**src/rtl/uart_pkg.sv**
```systemverilog
// Shared types and the parity helper for the UART transmitter.
package uart_pkg;

  localparam int MAX_DATA_BITS = 9;
  localparam int BIT_CNT_W     = 4;
  localparam int BREAK_BITS    = 10;

  typedef enum logic [1:0] {PAR_NONE, PAR_ODD, PAR_EVEN, PAR_MARK} parity_e;

  typedef enum logic [2:0] {IDLE, START, DATA, PARITY, STOP, BREAK} tx_state_e;

  // Unused upper bits must be zero so they do not disturb the XOR reduction.
  function automatic logic calc_parity(input logic [MAX_DATA_BITS-1:0] data,
                                       input parity_e                  mode);
    case (mode)
      PAR_ODD:  return ~^data;
      PAR_EVEN: return ^data;
      PAR_MARK: return 1'b1;
      default:  return 1'b0;
    endcase
  endfunction

endpackage

```
**src/rtl/uart_sync_fifo.sv**
```systemverilog
// Synchronous FIFO with registered full/empty flags and sync active-low reset.
module uart_sync_fifo #(
  parameter int WIDTH = 8,
  parameter int DEPTH = 4
) (
  input  logic             clk,
  input  logic             rst_n,
  input  logic             wr_en,
  input  logic [WIDTH-1:0] wr_data,
  input  logic             rd_en,
  output logic [WIDTH-1:0] rd_data,
  output logic             full,
  output logic             empty
);

  localparam int AW = $clog2(DEPTH);
  localparam int CW = AW + 1;

  logic [WIDTH-1:0] mem_q [DEPTH];
  logic [AW-1:0]    wr_ptr_q, wr_ptr_d, rd_ptr_q, rd_ptr_d;
  logic [CW-1:0]    count_q, count_d;
  logic             full_q, full_d, empty_q, empty_d;
  logic             push, pop;

  always_comb begin
    push     = wr_en && !full_q;
    pop      = rd_en && !empty_q;
    wr_ptr_d = wr_ptr_q + AW'(push);
    rd_ptr_d = rd_ptr_q + AW'(pop);
    count_d  = count_q;
    if (push && !pop) begin
      count_d = count_q + 1'b1;
    end else if (pop && !push) begin
      count_d = count_q - 1'b1;
    end
    full_d  = (count_d == CW'(DEPTH));
    empty_d = (count_d == '0);
  end

  always_ff @(posedge clk) begin
    if (!rst_n) begin
      wr_ptr_q <= '0;
      rd_ptr_q <= '0;
      count_q  <= '0;
      full_q   <= 1'b0;
      empty_q  <= 1'b1;
    end else begin
      wr_ptr_q <= wr_ptr_d;
      rd_ptr_q <= rd_ptr_d;
      count_q  <= count_d;
      full_q   <= full_d;
      empty_q  <= empty_d;
    end
  end

  always_ff @(posedge clk) begin
    if (push) begin
      mem_q[wr_ptr_q] <= wr_data;
    end
  end

  assign rd_data = mem_q[rd_ptr_q];
  assign full    = full_q;
  assign empty   = empty_q;

endmodule

```
**src/rtl/uart_tx_fifo_param.sv**
```systemverilog
// UART transmitter with baud divider, input FIFO and runtime parity/stop config.
// Optional line-break generation is enabled by defining UART_TX_BREAK_EN.
module uart_tx_fifo_param
  import uart_pkg::*;
#(
  parameter int CLK_DIV    = 434,
  parameter int DATA_BITS  = 8,
  parameter int FIFO_DEPTH = 4
) (
  input  logic                 clk,
  input  logic                 rst_n,
  input  logic                 s_valid,
  input  logic [DATA_BITS-1:0] s_data,
  output logic                 s_ready,
  input  logic [1:0]           cfg_parity,
  input  logic                 cfg_stop2,
  output logic                 rs422_tx,
  output logic                 busy,
  output logic                 tx_done
`ifdef UART_TX_BREAK_EN
  ,
  input  logic                 break_req
`endif
);

  localparam int CNT_W = $clog2(CLK_DIV);

  tx_state_e            state_q, state_d;
  logic [CNT_W-1:0]     baud_q, baud_d;
  logic [BIT_CNT_W-1:0] bit_cnt_q, bit_cnt_d;
  logic [DATA_BITS-1:0] shift_q, shift_d;
  logic                 par_bit_q, par_bit_d;
  logic                 par_en_q, par_en_d;
  logic                 stop2_q, stop2_d;
  logic                 tx_q, tx_d;
  logic                 tx_done_q, tx_done_d;
  logic                 busy_q, busy_d;
  logic                 fifo_pop, fifo_full, fifo_empty;
  logic [DATA_BITS-1:0] fifo_rdata;
  logic                 load, tick, par_calc;
`ifdef UART_TX_BREAK_EN
  logic                 brk_mark_q, brk_mark_d;
`endif

  uart_sync_fifo #(
    .WIDTH (DATA_BITS),
    .DEPTH (FIFO_DEPTH)
  ) u_fifo (
    .clk     (clk),
    .rst_n   (rst_n),
    .wr_en   (s_valid),
    .wr_data (s_data),
    .rd_en   (fifo_pop),
    .rd_data (fifo_rdata),
    .full    (fifo_full),
    .empty   (fifo_empty)
  );

  assign tick     = (baud_q == CNT_W'(CLK_DIV - 1));
  assign par_calc = calc_parity(MAX_DATA_BITS'(fifo_rdata), parity_e'(cfg_parity));

  always_comb begin
    state_d   = state_q;
    baud_d    = '0;
    bit_cnt_d = bit_cnt_q;
    shift_d   = shift_q;
    par_bit_d = par_bit_q;
    par_en_d  = par_en_q;
    stop2_d   = stop2_q;
    tx_done_d = 1'b0;
    load      = 1'b0;
    fifo_pop  = 1'b0;
`ifdef UART_TX_BREAK_EN
    brk_mark_d = brk_mark_q;
`endif

    if (state_q != IDLE) begin
      baud_d = tick ? '0 : baud_q + 1'b1;
    end

    case (state_q)
      IDLE: begin
`ifdef UART_TX_BREAK_EN
        if (break_req) begin
          state_d    = BREAK;
          bit_cnt_d  = '0;
          brk_mark_d = 1'b0;
        end else
`endif
        if (!fifo_empty) begin
          load = 1'b1;
        end
      end
      START: begin
        if (tick) begin
          state_d   = DATA;
          bit_cnt_d = '0;
        end
      end
      DATA: begin
        if (tick) begin
          shift_d = shift_q >> 1;
          if (bit_cnt_q == BIT_CNT_W'(DATA_BITS - 1)) begin
            state_d   = par_en_q ? PARITY : STOP;
            bit_cnt_d = '0;
          end else begin
            bit_cnt_d = bit_cnt_q + 1'b1;
          end
        end
      end
      PARITY: begin
        if (tick) begin
          state_d   = STOP;
          bit_cnt_d = '0;
        end
      end
      STOP: begin
        if (tick) begin
          if (stop2_q && bit_cnt_q == '0) begin
            bit_cnt_d = BIT_CNT_W'(1);
          end else begin
            tx_done_d = 1'b1;
            if (!fifo_empty) begin
              load = 1'b1;
            end else begin
              state_d = IDLE;
            end
          end
        end
      end
`ifdef UART_TX_BREAK_EN
      // Bit ticks are counted until a full frame time has passed; the
      // trailing mark bit reuses the same state.
      BREAK: begin
        if (tick) begin
          if (brk_mark_q) begin
            if (!fifo_empty) begin
              load = 1'b1;
            end else begin
              state_d = IDLE;
            end
          end else if (bit_cnt_q >= BIT_CNT_W'(BREAK_BITS - 1)) begin
            if (!break_req) begin
              brk_mark_d = 1'b1;
            end
          end else begin
            bit_cnt_d = bit_cnt_q + 1'b1;
          end
        end
      end
`endif
      default: state_d = IDLE;
    endcase

    // Configuration is captured with the word so mid-frame changes are ignored.
    if (load) begin
      fifo_pop  = 1'b1;
      shift_d   = fifo_rdata;
      par_bit_d = par_calc;
      par_en_d  = (cfg_parity != 2'b00);
      stop2_d   = cfg_stop2;
      bit_cnt_d = '0;
      state_d   = START;
    end

    case (state_q)
      START:   tx_d = 1'b0;
      DATA:    tx_d = shift_q[0];
      PARITY:  tx_d = par_bit_q;
`ifdef UART_TX_BREAK_EN
      BREAK:   tx_d = brk_mark_q;
`endif
      default: tx_d = 1'b1;
    endcase

    busy_d = (state_q != IDLE) || !fifo_empty;
  end

  always_ff @(posedge clk) begin
    if (!rst_n) begin
      state_q    <= IDLE;
      baud_q     <= '0;
      bit_cnt_q  <= '0;
      tx_q       <= 1'b1;
      tx_done_q  <= 1'b0;
      busy_q     <= 1'b0;
`ifdef UART_TX_BREAK_EN
      brk_mark_q <= 1'b0;
`endif
    end else begin
      state_q    <= state_d;
      baud_q     <= baud_d;
      bit_cnt_q  <= bit_cnt_d;
      tx_q       <= tx_d;
      tx_done_q  <= tx_done_d;
      busy_q     <= busy_d;
`ifdef UART_TX_BREAK_EN
      brk_mark_q <= brk_mark_d;
`endif
    end
  end

  always_ff @(posedge clk) begin
    shift_q   <= shift_d;
    par_bit_q <= par_bit_d;
    par_en_q  <= par_en_d;
    stop2_q   <= stop2_d;
  end

  assign s_ready  = !fifo_full;
  assign rs422_tx = tx_q;
  assign busy     = busy_q;
  assign tx_done  = tx_done_q;

endmodule

```
**config.mk**
```make
export PLATFORM = sky130hd
export DESIGN_NAME = uart_tx_fifo_param
export DESIGN_NICKNAME = d
export VERILOG_FILES = /design/src/rtl/uart_pkg.sv /design/src/rtl/uart_sync_fifo.sv /design/src/rtl/uart_tx_fifo_param.sv
export SDC_FILE = /design/constraint.sdc
export NUM_CORES = 1
export LEC_CHECK = 0
export ABC_AREA = 1
export BUFFER_PORTS_ARGS = -buffer_cell sky130_fd_sc_hd__buf_2
export CORE_UTILIZATION = 31
export DETAILED_ROUTE_END_ITERATION = 8
export GPL_TIMING_DRIVEN = 0
export PLACE_DENSITY = 0.51
export SLEW_MARGIN = 20
export SYNTH_ARGS = -nofsm -noshare
export SYNTH_HDL_FRONTEND = slang
export SYNTH_SLANG_ARGS = --single-unit
```
**constraint.sdc**
```tcl
create_clock -name clk -period 3.61 [get_ports clk]
set_input_delay 0.1805 -clock clk [delete_from_list [all_inputs] [get_ports clk]]
set_output_delay 0.1805 -clock clk [all_outputs]
set_load 0.02 [all_outputs]
```
## After elaboration in Yosys (flattened, before gate mapping)

Memories as Yosys holds them, arrays and structs flattened. A register that Yosys moved wholly into a read port is not among the register bits.
Index checks and enable logic that the tools add are counted.

- $add $sub $neg: 6
- Muxes and demuxes: 32
- Eq/ne operators: 27
- Bitwise gates (word level): 3
- Reductions and logical operators: 28

Operator list:

| cell | number |
|---|---|
| 3-bit 2-to-1 mux | 10 |
| 8-bit 2-to-1 mux | 3 |
| 4-bit 2-to-1 mux | 5 |
| 3-bit inequality test (second input constant) | 6 |
| 2-bit inequality test (second input constant) | 8 |
| 8-bit AND reduction | 2 |
| 3-bit one-hot mux with 5 select lines | 1 |
| 4-bit one-hot mux with 3 select lines | 1 |
| 9-bit by 1-bit adder with 9-bit output (second input constant) | 1 |
| 9-bit equality test (second input constant) | 1 |
| 9-bit XNOR reduction | 1 |
| 9-bit XOR reduction | 1 |
| 1-bit 2-to-1 mux | 8 |
| 3-bit by 2-bit equality test with 1-bit output (second input constant) | 2 |
| 3-bit equality test (second input constant) | 2 |
| 3-bit logical NOT | 2 |
| 1-bit one-hot mux with 3 select lines | 2 |
| 2-bit nonzero test | 3 |
| 3-bit nonzero test | 2 |
| 1-bit logical AND | 5 |
| 5-bit AND reduction | 1 |
| 2-bit by 1-bit adder with 2-bit output | 2 |
| 4-bit by 1-bit adder with 4-bit output (second input constant) | 1 |
| 2-bit equality test (second input constant) | 2 |
| other kinds (17) | 24 |

- Bits in writable memories: 32
- Input port bits: 14
- Memories: 1
- Word-level logic and storage cells: 113
- Output and inout bits: 4
- Bits in registers: 39

Memories:

| memory | words | width | rd ports | clocked after memory_dff | wr ports | line | RTL |
|---|---|---|---|---|---|---|---|
| u_fifo.mem_q | 4 | 8 | 1 | 1 | 1 | uart_sync_fifo.sv:19 | `logic [WIDTH-1:0] mem_q [DEPTH];` |

## Longest topological paths before layout

- Depth after elaboration: 11
- Mapped depth: 15

## Modules after synthesis

From an unflattened synthesis, not the netlist that was laid out.

- Cell total of the unflattened synthesis: 356
- Area, all modules: 3296.9 um^2

By module, submodules not included:

| module | instances | cells each | area an instance (um^2) |
|---|---|---|---|
| uart_sync_fifo | 1 | 145 | 1675.4 |
| uart_tx_fifo_param | 1 | 211 | 1621.6 |

## Worst setup path after synthesis

Ideal clock, no wire load.

- Path type: reg-to-reg
- From: register baud_q[0]
- To: register shift_q[0], enable pin
- Data arrival time: 1.523 ns
- Setup slack: 1.758 ns
- Stages on the path, launching flop included: 11
- Clock period less this slack: 1.852 ns
- Path buffers: 1
- Setup time: 0.329 ns
- Required time: 3.281 ns
- Cell sequence: dfxtp_1 ha_1 nand2_1 inv_1 nand2_4 nor2_8 nand3_4 nand2_1 inv_2 buf_6 nand2_1

- Word-level cells in the longest chain between the ends: 5
- Elaborated cells on any way between the ends: 6
- Those cells by class: eq/ne: 1; mux: 2; reduce/logical: 3

Ends and longest elaborated chain:

| item | line | RTL |
|---|---|---|
| from (decl) | uart_tx_fifo_param.sv:29 | `logic [CNT_W-1:0] baud_q, baud_d;` |
| from (signal assigned) | uart_tx_fifo_param.sv:192 | `baud_q <= baud_d;` |
| 9-bit equality test * | uart_tx_fifo_param.sv:59 | `assign tick = (baud_q == CNT_W'(CLK_DIV - 1));` |
| 1-bit 2-to-1 mux | uart_tx_fifo_param.sv:118 | `if (tick) begin` |
| 1-bit one-hot mux with 2 select lines | uart_tx_fifo_param.sv:81 | `case (state_q)` |
| 2-bit nonzero test (no line) | - |  |
| 2-bit AND reduction (no line) * | - |  |
| to (signal assigned) | uart_tx_fifo_param.sv:204 | `shift_q <= shift_d;` |
| to (decl) | uart_tx_fifo_param.sv:31 | `logic [DATA_BITS-1:0] shift_q, shift_d;` |

Every way passes the cells marked *; elsewhere a longest branch is shown, timed or not.
A chain may end at the register's enable or synchronous reset.

## Worst setup path after layout

- From: register baud_q[0]
- To: register shift_q[2], enable pin

The elaborated chain is that of the path after synthesis.

==> flow_metrics.tcl <==
set metrics [dict create \
    power_leakage_nw 1.713 \
    ys_ff_latch 71 \
    drt_first_pass_iters 4 \
    hp-class "in2reg" \
    tns_ns 0 \
    cp.arrival_ns 2.16 \
    dp.cells 543 \
    rows 38 \
    grt_util_all_layers_pct 12.62 \
    grt_max_degree 15 \
    h-tree-depth 3 \
    wl_um 6420 \
    pwr-share-seq_pct 41.2 \
    antenna_found_initial 0 \
    grt_first_pass_wirelength_um 11090 \
    drive_above_1_share_pct 21.67 \
    p_total_mw 2.695 \
    power.density_nw_per_um2 683.5 \
    path_common_cell "nand2_1" \
    regToRegSetupSlack_ns 1.47 \
    synth.distinct_cells 31 \
    dieArea_um2 11530 \
    max-vdd-ir-drop_uv 359.1 \
    io_pins 18 \
    worstSetupPathType "reg2reg" \
    clock_skew_ns 0.007263 \
    switching_power_mw 1.004 \
    first_global_vias 2409 \
    wl_per_cell_um 11.46 \
    synthTopCellsByArea "edfxtp_1 (38%), dfxtp_1 (16%), nand2_1 (13%)" \
    syn_nets 407 \
    max_freq_mhz 466.9 \
    cts_resized 0 \
    synth_common_cells "nand2_1 (120), edfxtp_1 (43), inv_1 (42), dfxtp_1 (28), nor2_1 (26)" \
    pwr-share-comb_pct 34.6 \
    cp-end-kind "flip-flop" \
    yosysMostFrequentCell "nand2_1" \
    cts_sinks 71 \
    synth_flop_cell "edfxtp_1" \
    clk_pin_slew_ns 0.08 \
    cts_buffers 9 \
    rsz0062_at_grt "false" \
    crit_chain "ha_1, nand2_1, inv_1, nand2_4, nor2_8, nand3_4, nand2_1, inv_2, buf_6, nand2_1" \
    p_sw_share_pct 37.26 \
    overflow 0 \
    drcViolationCount 0 \
    clk_path_buf_depth 2 \
    tightest_slew_ns 0.8147 \
    die_x_um 107.4 \
    initial_utilization_pct 31.75 \
    syn_to_final_growth_pct 14.58 \
    synth_area_per_cell_um2 8.940 \
    min_period_over_period_pct 59.33 \
    layout_min_cycle_time_ns 2.142 \
    holdWs_ns 0.04561 \
    async_flop_share_pct 0 \
    synth_edf_count 43 \
    setup_violations 0 \
    slowest_stage "dfxtp_1" \
    ys_warn_count 0 \
    synth_area_um2 3442 \
    crit_fanout 10 \
    cpPeakStageDelay_ns 0.38 \
    viasPerCell 4.402 \
    n_antenna_cell 0 \
    ant_nets 0 \
    dpl.hpwl_um 4628 \
    hold_violations 0 \
    io_buffers 17 \
    fp.coreArea_um2 10840 \
    clk_latency_ns 0.35 \
    cts_tree "done" \
    synth_top_cell_by_area "edfxtp_1" \
    max-cap-violations 0 \
    cp.required_ns 3.63 \
    drt_iter0_drc 80 \
    pwr-share-clk_pct 24.2 \
    status "finished, final reports clean" \
    ctsHoldBuffers 1 \
    gp_congestion 0.8140 \
    synthDominantCellAreaShare_pct 37.51 \
    seq_area_frac_synth_pct 53.80 \
    syn_inst 385 \
    slew_viol_final 0 \
    cts_setup_buffers 0 \
    p_int_mw 1.691 \
    cts-root-buf "clkbuf_8" \
    die_h_um 107.4 \
    stdcell_count 560 \
    routed-via-count 2465 \
    finalNetCount 437 \
    relSlewSlack_pct 45.39 \
    start_kind "flip-flop" \
]
==> cell type report <==
type	count	area, µm²
fill	1100	6897
sequential	71	1852
multi-input combinational	258	1358
inverter	51	196.4
tap	140	175.2
clock buffer	9	123.9
timing repair buffer	19	102.6
clock inverter	7	80.08
buffer	5	56.30
==> routing by layer <==
metal / global-route usage (%) / share of wire [%] / routed length (µm) / vias up
li1: - / - / - / 1312
met5: 0 / 0 / 0 / -
met3: 3.814 / 3.2 / 207 / 5
met4: 4.403 / 1.1 / 70 / 0
met2: 21.61 / 49 / 3135 / 29
met1: 14.96 / 47 / 3007 / 1119
==> registers in the layout, indices dropped and copies added, names as in the netlist, 2 cells and up <==
register,flops
u_fifo.mem_q,32
baud_q,9
shift_q,8
bit_cnt_q,4
state_q,3
u_fifo.count_q,3
u_fifo.rd_ptr_q,2
u_fifo.wr_ptr_q,2
==> power groups by stage <==
stage               combinational [mW]  clock, mW  sequential (mW)
global placement                 0.926          0             1.12
finish                           0.934      0.652             1.11
CTS                              0.948      0.670             1.11
floorplan                        0.736          0             1.12
global route                      1.09      0.702             1.13
detailed placement               0.944          0             1.13
==> critical path, delay by kind of cell, from the launching register on <==
kind / cells / cell delay, ns
and+or+nand+nor: 6 / 0.86
buffers and inverters: 3 / 0.40
DFF: 1 / 0.38
adders and majority gates: 1 / 0.17
==> final timing paths <==
check / from / to / cells after the start
setup reg to reg: baud_q[0] / shift_q[2] / 10
hold reg to reg: baud_q[0] / baud_q[0] / 1
setup / recovery: baud_q[0] / shift_q[2] / 10
hold / removal: s_data[6] / u_fifo.mem_q[2][6] / 1
==> stage by stage <==
| step | instance area, µm² | worst slack, ns | utilization, % |
|---|---|---|---|
| final | 3944 | 1.468 | 36.38 |
| after global routing | 3944 | 1.250 | 36.38 |
| after CTS | 3944 | 1.423 | 36.38 |
| after detailed placement | 3730 | 1.436 | 34.41 |
| after global placement | 3702 | 1.461 | 34.15 |
| after floorplan | 3442 | 1.758 | - |
==> placed cells by master, fill, tap and decap left out, types with 3 or more instances in the layout <==
master / synthesis / routed
inv_6: 1 / 3
edfxtp_1: 43 / 43
ha_1: 8 / 8
nand3_2: 5 / 5
nor2_1: 26 / 26
nand4_1: 5 / 5
a21oi_1: 12 / 12
inv_1: 42 / 42
o21ai_2: 8 / 8
nor2_2: 4 / 4
nand2_2: 15 / 15
or2_2: 3 / 3
buf_2: 0 / 17
o21ai_0: 6 / 6
inv_2: 8 / 8
nor3_2: 0 / 4
nor3b_1: 3 / 3
clkbuf_8: 0 / 9
nor3_1: 8 / 4
buf_6: 3 / 3
nand2_1: 120 / 120
nand3_1: 22 / 22
dfxtp_1: 28 / 28
==> kinds of logic after synthesis <==
| family | count (synthesis) | share of synthesized area (%) |
|---|---|---|
| adders and majority gates | 8 | 2.908 |
| DFF | 71 | 53.80 |
| and+or+nand+nor | 216 | 29.41 |
| AOI/OAI and AO/OA | 30 | 5.525 |
| xor gates and xnor gates | 4 | 1.018 |
| buffers and inverters | 56 | 7.343 |
Note: power is estimated with default switching activity, not from simulation.
